<file path="src/rtl/alu_writeback_stage_pkg.sv">
// Shared constants, opcode set and queued-entry layout for the ALU writeback stage.
// The entry's dest field is sized by DEST_W; the top casts REG_ADDR_W to and from this width.
package alu_writeback_stage_pkg;

  localparam int WORD_SIZE = 19;
  localparam int DEST_W    = 4;

  typedef enum logic [4:0] {
    OP_ADD = 5'd0,
    OP_SUB = 5'd1,
    OP_AND = 5'd2,
    OP_OR  = 5'd3,
    OP_XOR = 5'd4,
    OP_SHL = 5'd5,
    OP_SHR = 5'd6,
    OP_MUL = 5'd7,
    OP_DIV = 5'd8
  } opcode_e;

  typedef struct packed {
    logic [WORD_SIZE-1:0] result;
    logic [DEST_W-1:0]    dest;
    logic                 zero;
    logic                 neg;
    logic                 divz;
  } wb_entry_t;

endpackage

</file>
<file path="src/rtl/alu_writeback_stage_if.sv">
// ALU-side push bus and register-file-side pop bus of the writeback stage.
// Bypass signals exist only when WB_BYPASS_EN is defined.
interface alu_writeback_stage_if #(
  parameter int DEPTH      = 2,
  parameter int REG_ADDR_W = 4
);
  import alu_writeback_stage_pkg::*;

  logic                    in_valid;
  logic                    in_ready;
  logic [WORD_SIZE-1:0]    in_result;
  logic [4:0]              in_opcode;
  logic [REG_ADDR_W-1:0]   in_dest;
  logic                    in_div_by_zero;
  logic                    out_valid;
  logic                    out_ready;
  logic [WORD_SIZE-1:0]    out_result;
  logic [REG_ADDR_W-1:0]   out_dest;
  logic                    out_zero;
  logic                    out_neg;
  logic                    out_divz;
  logic [$clog2(DEPTH):0]  occupancy;
`ifdef WB_BYPASS_EN
  logic                    byp_valid;
  logic [REG_ADDR_W-1:0]   byp_dest;
  logic [WORD_SIZE-1:0]    byp_result;
`endif

  modport master (
    output in_valid, in_result, in_opcode, in_dest, in_div_by_zero, out_ready,
    input  in_ready, out_valid, out_result, out_dest, out_zero, out_neg, out_divz, occupancy
`ifdef WB_BYPASS_EN
    , input byp_valid, byp_dest, byp_result
`endif
  );

  modport slave (
    input  in_valid, in_result, in_opcode, in_dest, in_div_by_zero, out_ready,
    output in_ready, out_valid, out_result, out_dest, out_zero, out_neg, out_divz, occupancy
`ifdef WB_BYPASS_EN
    , output byp_valid, byp_dest, byp_result
`endif
  );

endinterface

</file>
<file path="src/rtl/alu_writeback_stage_wb_fifo.sv">
// Small register-based FIFO (module wb_fifo): storage, wrapping pointers, occupancy.
// Tail (newest entry) output exists only when WB_BYPASS_EN is defined.
module wb_fifo #(
  parameter int  DEPTH   = 2,
  parameter type entry_t = logic [7:0]
) (
  input  logic                   clk,
  input  logic                   rst,
  input  logic                   push_i,
  input  logic                   pop_i,
  input  entry_t                 wdata_i,
  output logic                   ready_o,
  output logic                   valid_o,
  output entry_t                 head_o,
`ifdef WB_BYPASS_EN
  output entry_t                 tail_o,
`endif
  output logic [$clog2(DEPTH):0] count_o
);

  localparam int PW = $clog2(DEPTH);
  localparam int CW = PW + 1;

  logic [PW-1:0]    wr_ptr_q, wr_ptr_d, rd_ptr_q, rd_ptr_d;
  logic [CW-1:0]    count_q, count_d;
  logic [DEPTH-1:0] slot_we;
  logic             push_ok, pop_ok;
  entry_t           mem_q [DEPTH];
  entry_t           mem_d [DEPTH];

  assign ready_o = (count_q < CW'(DEPTH));
  assign valid_o = (count_q != '0);
  assign push_ok = push_i & ready_o;
  assign pop_ok  = pop_i & valid_o;

  genvar gi;
  generate
    for (gi = 0; gi < DEPTH; gi++) begin : g_slot_we
      assign slot_we[gi] = push_ok & (wr_ptr_q == PW'(gi));
    end
  endgenerate

  always_comb begin
    for (int i = 0; i < DEPTH; i++) begin
      mem_d[i] = slot_we[i] ? wdata_i : mem_q[i];
    end
    // power-of-two depth: pointer increment wraps naturally
    wr_ptr_d = push_ok ? wr_ptr_q + PW'(1) : wr_ptr_q;
    rd_ptr_d = pop_ok  ? rd_ptr_q + PW'(1) : rd_ptr_q;
    count_d  = count_q;
    case ({push_ok, pop_ok})
      2'b10:   count_d = count_q + CW'(1);
      2'b01:   count_d = count_q - CW'(1);
      default: count_d = count_q;
    endcase
  end

  always_ff @(posedge clk or posedge rst) begin
    if (rst) begin
      wr_ptr_q <= '0;
      rd_ptr_q <= '0;
      count_q  <= '0;
      for (int i = 0; i < DEPTH; i++) mem_q[i] <= '0;
    end else begin
      wr_ptr_q <= wr_ptr_d;
      rd_ptr_q <= rd_ptr_d;
      count_q  <= count_d;
      for (int i = 0; i < DEPTH; i++) mem_q[i] <= mem_d[i];
    end
  end

  assign head_o  = mem_q[rd_ptr_q];
  assign count_o = count_q;
`ifdef WB_BYPASS_EN
  assign tail_o  = mem_q[wr_ptr_q - PW'(1)];
`endif

endmodule

</file>
<file path="src/rtl/alu_writeback_stage.sv">
// ALU writeback stage: flags computed at push, entries queued in wb_fifo, valid/ready to regfile.
// Optional operand-forwarding bypass of the newest queued entry under WB_BYPASS_EN.
module alu_writeback_stage
  import alu_writeback_stage_pkg::*;
#(
  parameter int DEPTH      = 2,
  parameter int REG_ADDR_W = 4
) (
  input logic                   clk,
  input logic                   rst,
  alu_writeback_stage_if.slave  bus
);

  wb_entry_t push_entry;
  wb_entry_t head_entry;
`ifdef WB_BYPASS_EN
  wb_entry_t tail_entry;
`endif

  always_comb begin
    push_entry        = '0;
    push_entry.result = bus.in_result;
    push_entry.dest   = DEST_W'(bus.in_dest);
    push_entry.zero   = (bus.in_result == '0);
    push_entry.neg    = bus.in_result[WORD_SIZE-1];
    // unknown opcodes never match DIV, so they queue with divz clear
    push_entry.divz   = bus.in_div_by_zero & (bus.in_opcode == OP_DIV);
  end

  wb_fifo #(
    .DEPTH   (DEPTH),
    .entry_t (wb_entry_t)
  ) u_fifo (
    .clk     (clk),
    .rst     (rst),
    .push_i  (bus.in_valid),
    .pop_i   (bus.out_ready),
    .wdata_i (push_entry),
    .ready_o (bus.in_ready),
    .valid_o (bus.out_valid),
    .head_o  (head_entry),
`ifdef WB_BYPASS_EN
    .tail_o  (tail_entry),
`endif
    .count_o (bus.occupancy)
  );

  assign bus.out_result = head_entry.result;
  assign bus.out_dest   = REG_ADDR_W'(head_entry.dest);
  assign bus.out_zero   = head_entry.zero;
  assign bus.out_neg    = head_entry.neg;
  assign bus.out_divz   = head_entry.divz;

`ifdef WB_BYPASS_EN
  assign bus.byp_valid  = (bus.occupancy != '0);
  assign bus.byp_dest   = REG_ADDR_W'(tail_entry.dest);
  assign bus.byp_result = tail_entry.result;
`endif

endmodule
</file>
<file path="src/flat_wrapper.sv">
// flat-port wrapper written by rule: the top's interface ports become plain ports
module alu_writeback_stage_flat import alu_writeback_stage_pkg::*;
#(
  parameter int DEPTH      = 2,
  parameter int REG_ADDR_W = 4
)
  (clk, rst, bus_in_valid, bus_in_result, bus_in_opcode, bus_in_dest, bus_in_div_by_zero, bus_out_ready, bus_in_ready, bus_out_valid, bus_out_result, bus_out_dest, bus_out_zero, bus_out_neg, bus_out_divz, bus_occupancy);
  alu_writeback_stage_if #(.DEPTH(DEPTH), .REG_ADDR_W(REG_ADDR_W)) bus_i ();
  input logic clk;
  input logic rst;
  input wire logic [$bits(bus_i.in_valid)-1:0] bus_in_valid;
  input wire logic [$bits(bus_i.in_result)-1:0] bus_in_result;
  input wire logic [$bits(bus_i.in_opcode)-1:0] bus_in_opcode;
  input wire logic [$bits(bus_i.in_dest)-1:0] bus_in_dest;
  input wire logic [$bits(bus_i.in_div_by_zero)-1:0] bus_in_div_by_zero;
  input wire logic [$bits(bus_i.out_ready)-1:0] bus_out_ready;
  output wire logic [$bits(bus_i.in_ready)-1:0] bus_in_ready;
  output wire logic [$bits(bus_i.out_valid)-1:0] bus_out_valid;
  output wire logic [$bits(bus_i.out_result)-1:0] bus_out_result;
  output wire logic [$bits(bus_i.out_dest)-1:0] bus_out_dest;
  output wire logic [$bits(bus_i.out_zero)-1:0] bus_out_zero;
  output wire logic [$bits(bus_i.out_neg)-1:0] bus_out_neg;
  output wire logic [$bits(bus_i.out_divz)-1:0] bus_out_divz;
  output wire logic [$bits(bus_i.occupancy)-1:0] bus_occupancy;
  assign bus_i.in_valid = bus_in_valid;
  assign bus_i.in_result = bus_in_result;
  assign bus_i.in_opcode = bus_in_opcode;
  assign bus_i.in_dest = bus_in_dest;
  assign bus_i.in_div_by_zero = bus_in_div_by_zero;
  assign bus_i.out_ready = bus_out_ready;
  assign bus_in_ready = bus_i.in_ready;
  assign bus_out_valid = bus_i.out_valid;
  assign bus_out_result = bus_i.out_result;
  assign bus_out_dest = bus_i.out_dest;
  assign bus_out_zero = bus_i.out_zero;
  assign bus_out_neg = bus_i.out_neg;
  assign bus_out_divz = bus_i.out_divz;
  assign bus_occupancy = bus_i.occupancy;
  alu_writeback_stage #(.DEPTH(DEPTH), .REG_ADDR_W(REG_ADDR_W)) u_core (.clk(clk), .rst(rst), .bus(bus_i));
endmodule
</file>
<file path="config.mk">
export PLATFORM = sky130hd
export DESIGN_NAME = alu_writeback_stage_flat
export DESIGN_NICKNAME = d
export VERILOG_FILES = /design/src/rtl/alu_writeback_stage_pkg.sv /design/src/rtl/alu_writeback_stage_if.sv /design/src/rtl/alu_writeback_stage_wb_fifo.sv /design/src/rtl/alu_writeback_stage.sv /design/src/flat_wrapper.sv
export SDC_FILE = /design/constraint.sdc
export NUM_CORES = 1
export LEC_CHECK = 0
export CAP_MARGIN = 20
export CORE_MARGIN = 2
export CORE_UTILIZATION = 45
export CTS_CLUSTER_DIAMETER = 80
export CTS_CLUSTER_SIZE = 20
export DETAILED_ROUTE_END_ITERATION = 10
export GPL_ROUTABILITY_DRIVEN = 0
export HOLD_SLACK_MARGIN = 0.02
export PLACE_DENSITY = 0.73
export RECOVER_POWER = 50
export SETUP_SLACK_MARGIN = 0.1
export SYNTH_ARGS = -nofsm -noshare
export SYNTH_HDL_FRONTEND = slang
export SYNTH_SLANG_ARGS = --single-unit
</file>
<file path="constraint.sdc">
create_clock -name clk -period 3.1 [get_ports clk]
set_clock_uncertainty 0.1 [all_clocks]
set_input_delay 0.62 -clock clk [delete_from_list [all_inputs] [get_ports clk]]
set_output_delay 0.62 -clock clk [all_outputs]
set_load 0.01 [all_outputs]
</file>
==> summary.md <==
| Metric | Value |
|---|---|
| I/O pins | 63 |
| Via count | 1515 |
| First-pass GRT wire length | 7866 um |
| Commonest cells after routing, fill and taps aside | clkdlybuf4s50_1 (60), mux2_2 (56), dfrtp_1 (54) |
| H-tree levels | 2 |
| Reg2Reg Launch Point | u_core.u_fifo.count_o[1]$_DFFE_PP0P_ |
| Mapped Nets | 201 |
| DR WL met3 | 112 um |
| Power per cell area | 1037 nW/um^2 |
| DIE AREA | 6126 sq um |
| Clock Path Buffers | 2 |
| Max-slew headroom | 11.30% |
| Simple-gate area share of the yosys netlist | 4.688% |
| Core area | 5405 sq um |
| CTS buffer count | 5 |
| Area Overhead vs Synth | 30.49% |
| Largest net degree at the start of global routing | 55 |
| Hold Startpoint | u_core.u_fifo.mem_q[26]$_DFFE_PP0P_ |
| Placed wire-length estimate | 3430 um |
| Routed Antenna Nets | 0 |
| Post-synthesis sequential area ratio | 54.44% |
| Final setup fails | 0 |
| CTS Sinks | 54 |
| Number of I/O port buffers | 62 |
| Drt drc | 0 |
| Root buffer cell | clkbuf_8 |
| Setup crit end kind | flop |
| Most common cell after layout, fill and taps aside | clkdlybuf4s50_1 |
| Drt initial violations | 70 |
| Setup crit start kind | input pin |
| Fin crit period | 2.686 ns |
| Design Area, Final | 3239 sq um |
| Per-cell routed wire length | 16.03 um |
| Drt pass-1 iters | 4 |
| Layout cells sized above 1 | 35.50% |
| Fin. Hold Viols | 0 |
| Met2 wire len | 2504 um |
| Hold Path Class | reg2reg |
| Max layer used | met4 |
| CP arrival | 2.78 ns |
| Mapped Area | 2482 sq um |
| Status | completed |
| Total track usage | 16.55% |
| Number of buffers inserted by hold repair at cts | 0 |
| FF/Latch Area | 1351 sq um |
| Flops & latches, synth | 54 |
| Critical Path RT | 3.19 ns |
| Antenna violations before repair | 0 |
| CTS resizes | 0 |
| Multi-input logic area | 1045 sq um |
| Worst Setup SP | bus_in_valid |
| Compound-Gate Fraction of Synth Area | 1.008% |
| Die width | 78.27 um |
| Post-synthesis adder-cell area fraction | 0.5040% |
| Num rows | 27 |
| Share of the synthesized area in the top cell type | 54.44% |
| Initial Utilization | 45.93% |
| Routed wire length | 4858 um |
| Final core occ | 59.93% |
| Synth Instances | 167 |
| Setup TNS | 0 ns |
| Worst-Margin Slew | 1.331 ns |
| CP max FO | 21 |
| Vias in the first global route | 1553 |
| Post-Synth XOR/XNOR Area | 1.411% |
| Finished Layout Cells | 303 |
| Total placed instance area | 3169 sq um |
| Nets@finish | 264 |
| Lkg Pwr | 1.391 nW |
| Inst Count DP | 295 |
| Max Cap Viol | 0 |
| Clk_lat worst skew | 0.30 ns |
| TritonCTS clock tree | done |
| Peak VDD IR | 0.5810 mV |
| Synth area leader | dfrtp_1 |
| Crit Path Class | in2reg |
| Proportion of synthesized area in mux cells | 34.48% |
| Main combinational cell family by area after synthesis | multiplexers |
| Fmax achieved | 372.3 MHz |
| Fill cells | 467 |
| Final max-slew violation count | 0 |
| GR Overflow Total | 0 |
| Diodes inserted | 0 |
| Post-Syn Area per Cell | 14.86 sq um |
| Synth cell types | 25 |
| Die height | 78.27 um |
| Post-CTS setup repair buffer count | 0 |
| Tcrit/Tclk final | 86.65% |
| Clk pin slew, worst setup/hold paths | 0.09 ns |
| Top post-synthesis cells by area | dfrtp_1 (54%), mux2_2 (25%), mux2_4 (9.1%) |
| Synth warn | 0 |
| RSZ-0062 raised after global routing | false |
| DR vias/cell | 5.000 |
| Wl on met1 | 2193 um |
-- final timing paths --
kind	end	slack, ns	cells past startpoint
max reg2reg	u_core.u_fifo.mem_q[13]$_DFFE_PP0P_	0.86	3
max	u_core.u_fifo.mem_q[13]$_DFFE_PP0P_	0.41	4
min reg2reg	u_core.u_fifo.mem_q[26]$_DFFE_PP0P_	0.40	2
max in group asynchronous	u_core.u_fifo.mem_q[25]$_DFFE_PP0P_	1.00	3
min	u_core.u_fifo.mem_q[26]$_DFFE_PP0P_	0.40	2
min in group asynchronous	u_core.u_fifo.mem_q[14]$_DFFE_PP0P_	1.09	3
-- critical path, stage by stage --
cell           delay [ns]
dlygate4sd3_1        0.57
nand3b_1             0.29
clkbuf_1             0.87
mux2_2               0.43
-- state kept, by name, indices dropped and copies added, names as in the netlist --
name and flops:
u_core.u_fifo.rd_ptr_q 1, u_core.u_fifo.count_o 2, u_core.u_fifo.mem_q 50, u_core.u_fifo.wr_ptr_q 1
-- power by group --
part	leakage [nW]	switching [W]	total (W)	internal, W
logic	0.695	0.000574	0.00171	0.00113
clock network	0.0482	0.000220	0.000401	0.000181
registers	0.648	0.000208	0.00125	0.00104
-- kinds of logic after synthesis --
group / count (synthesis)
muxes: 71
DFF: 54
and+or+nand+nor: 21
buffers and inverters: 12
AOI/OAI and AO/OA: 4
xor gates and xnor gates: 4
adders and majority gates: 1
-- per-layer routing --
metal / track usage (%) / vias up
li1: - / 716
met1: 23.20 / 767
met2: 26.64 / 24
met3: 2.874 / 8
met4: 4.737 / 0
met5: 0 / -
-- per-stage QoR --
step / total power [W] / hold WS [ns] / worst slack, ns
2_1_floorplan: 0.002269 / 0.3429 / 1.030
3_3_place_gp: 0.002966 / 0.3606 / 0.7691
3_5_place_dp: 0.002998 / 0.3810 / 0.7526
4_1_cts: 0.003408 / 0.4038 / 0.4141
5_1_grt: 0.003556 / 0.4295 / 0.3071
6_report: 0.003358 / 0.3951 / 0.4137
-- cell type report --
class                      instances  share of cell area [%]
clock buffer                       7                   2.665
tap                               72                   2.781
timing repair buffer              66                   20.20
multi-input combinational        101                   32.25
inverter                           2                  0.2317
clock inverter                     1                  0.1545
sequential                        54                   41.72
-- cells in the mapped netlist (all sizes together) --
cell,count
nor2,1
inv,2
o31ai,2
nor3,1
nand3b,2
xor2,1
clkbuf,1
dfrtp,54
nand2b,1
nand2,7
and2,1
o21ai,2
xnor2,3
mux2,71
or2,1
buf,9
nor4,4
or3b,1
nor4b,1
ha,1
nand3,1
Power figures use the tool's default switching activity.
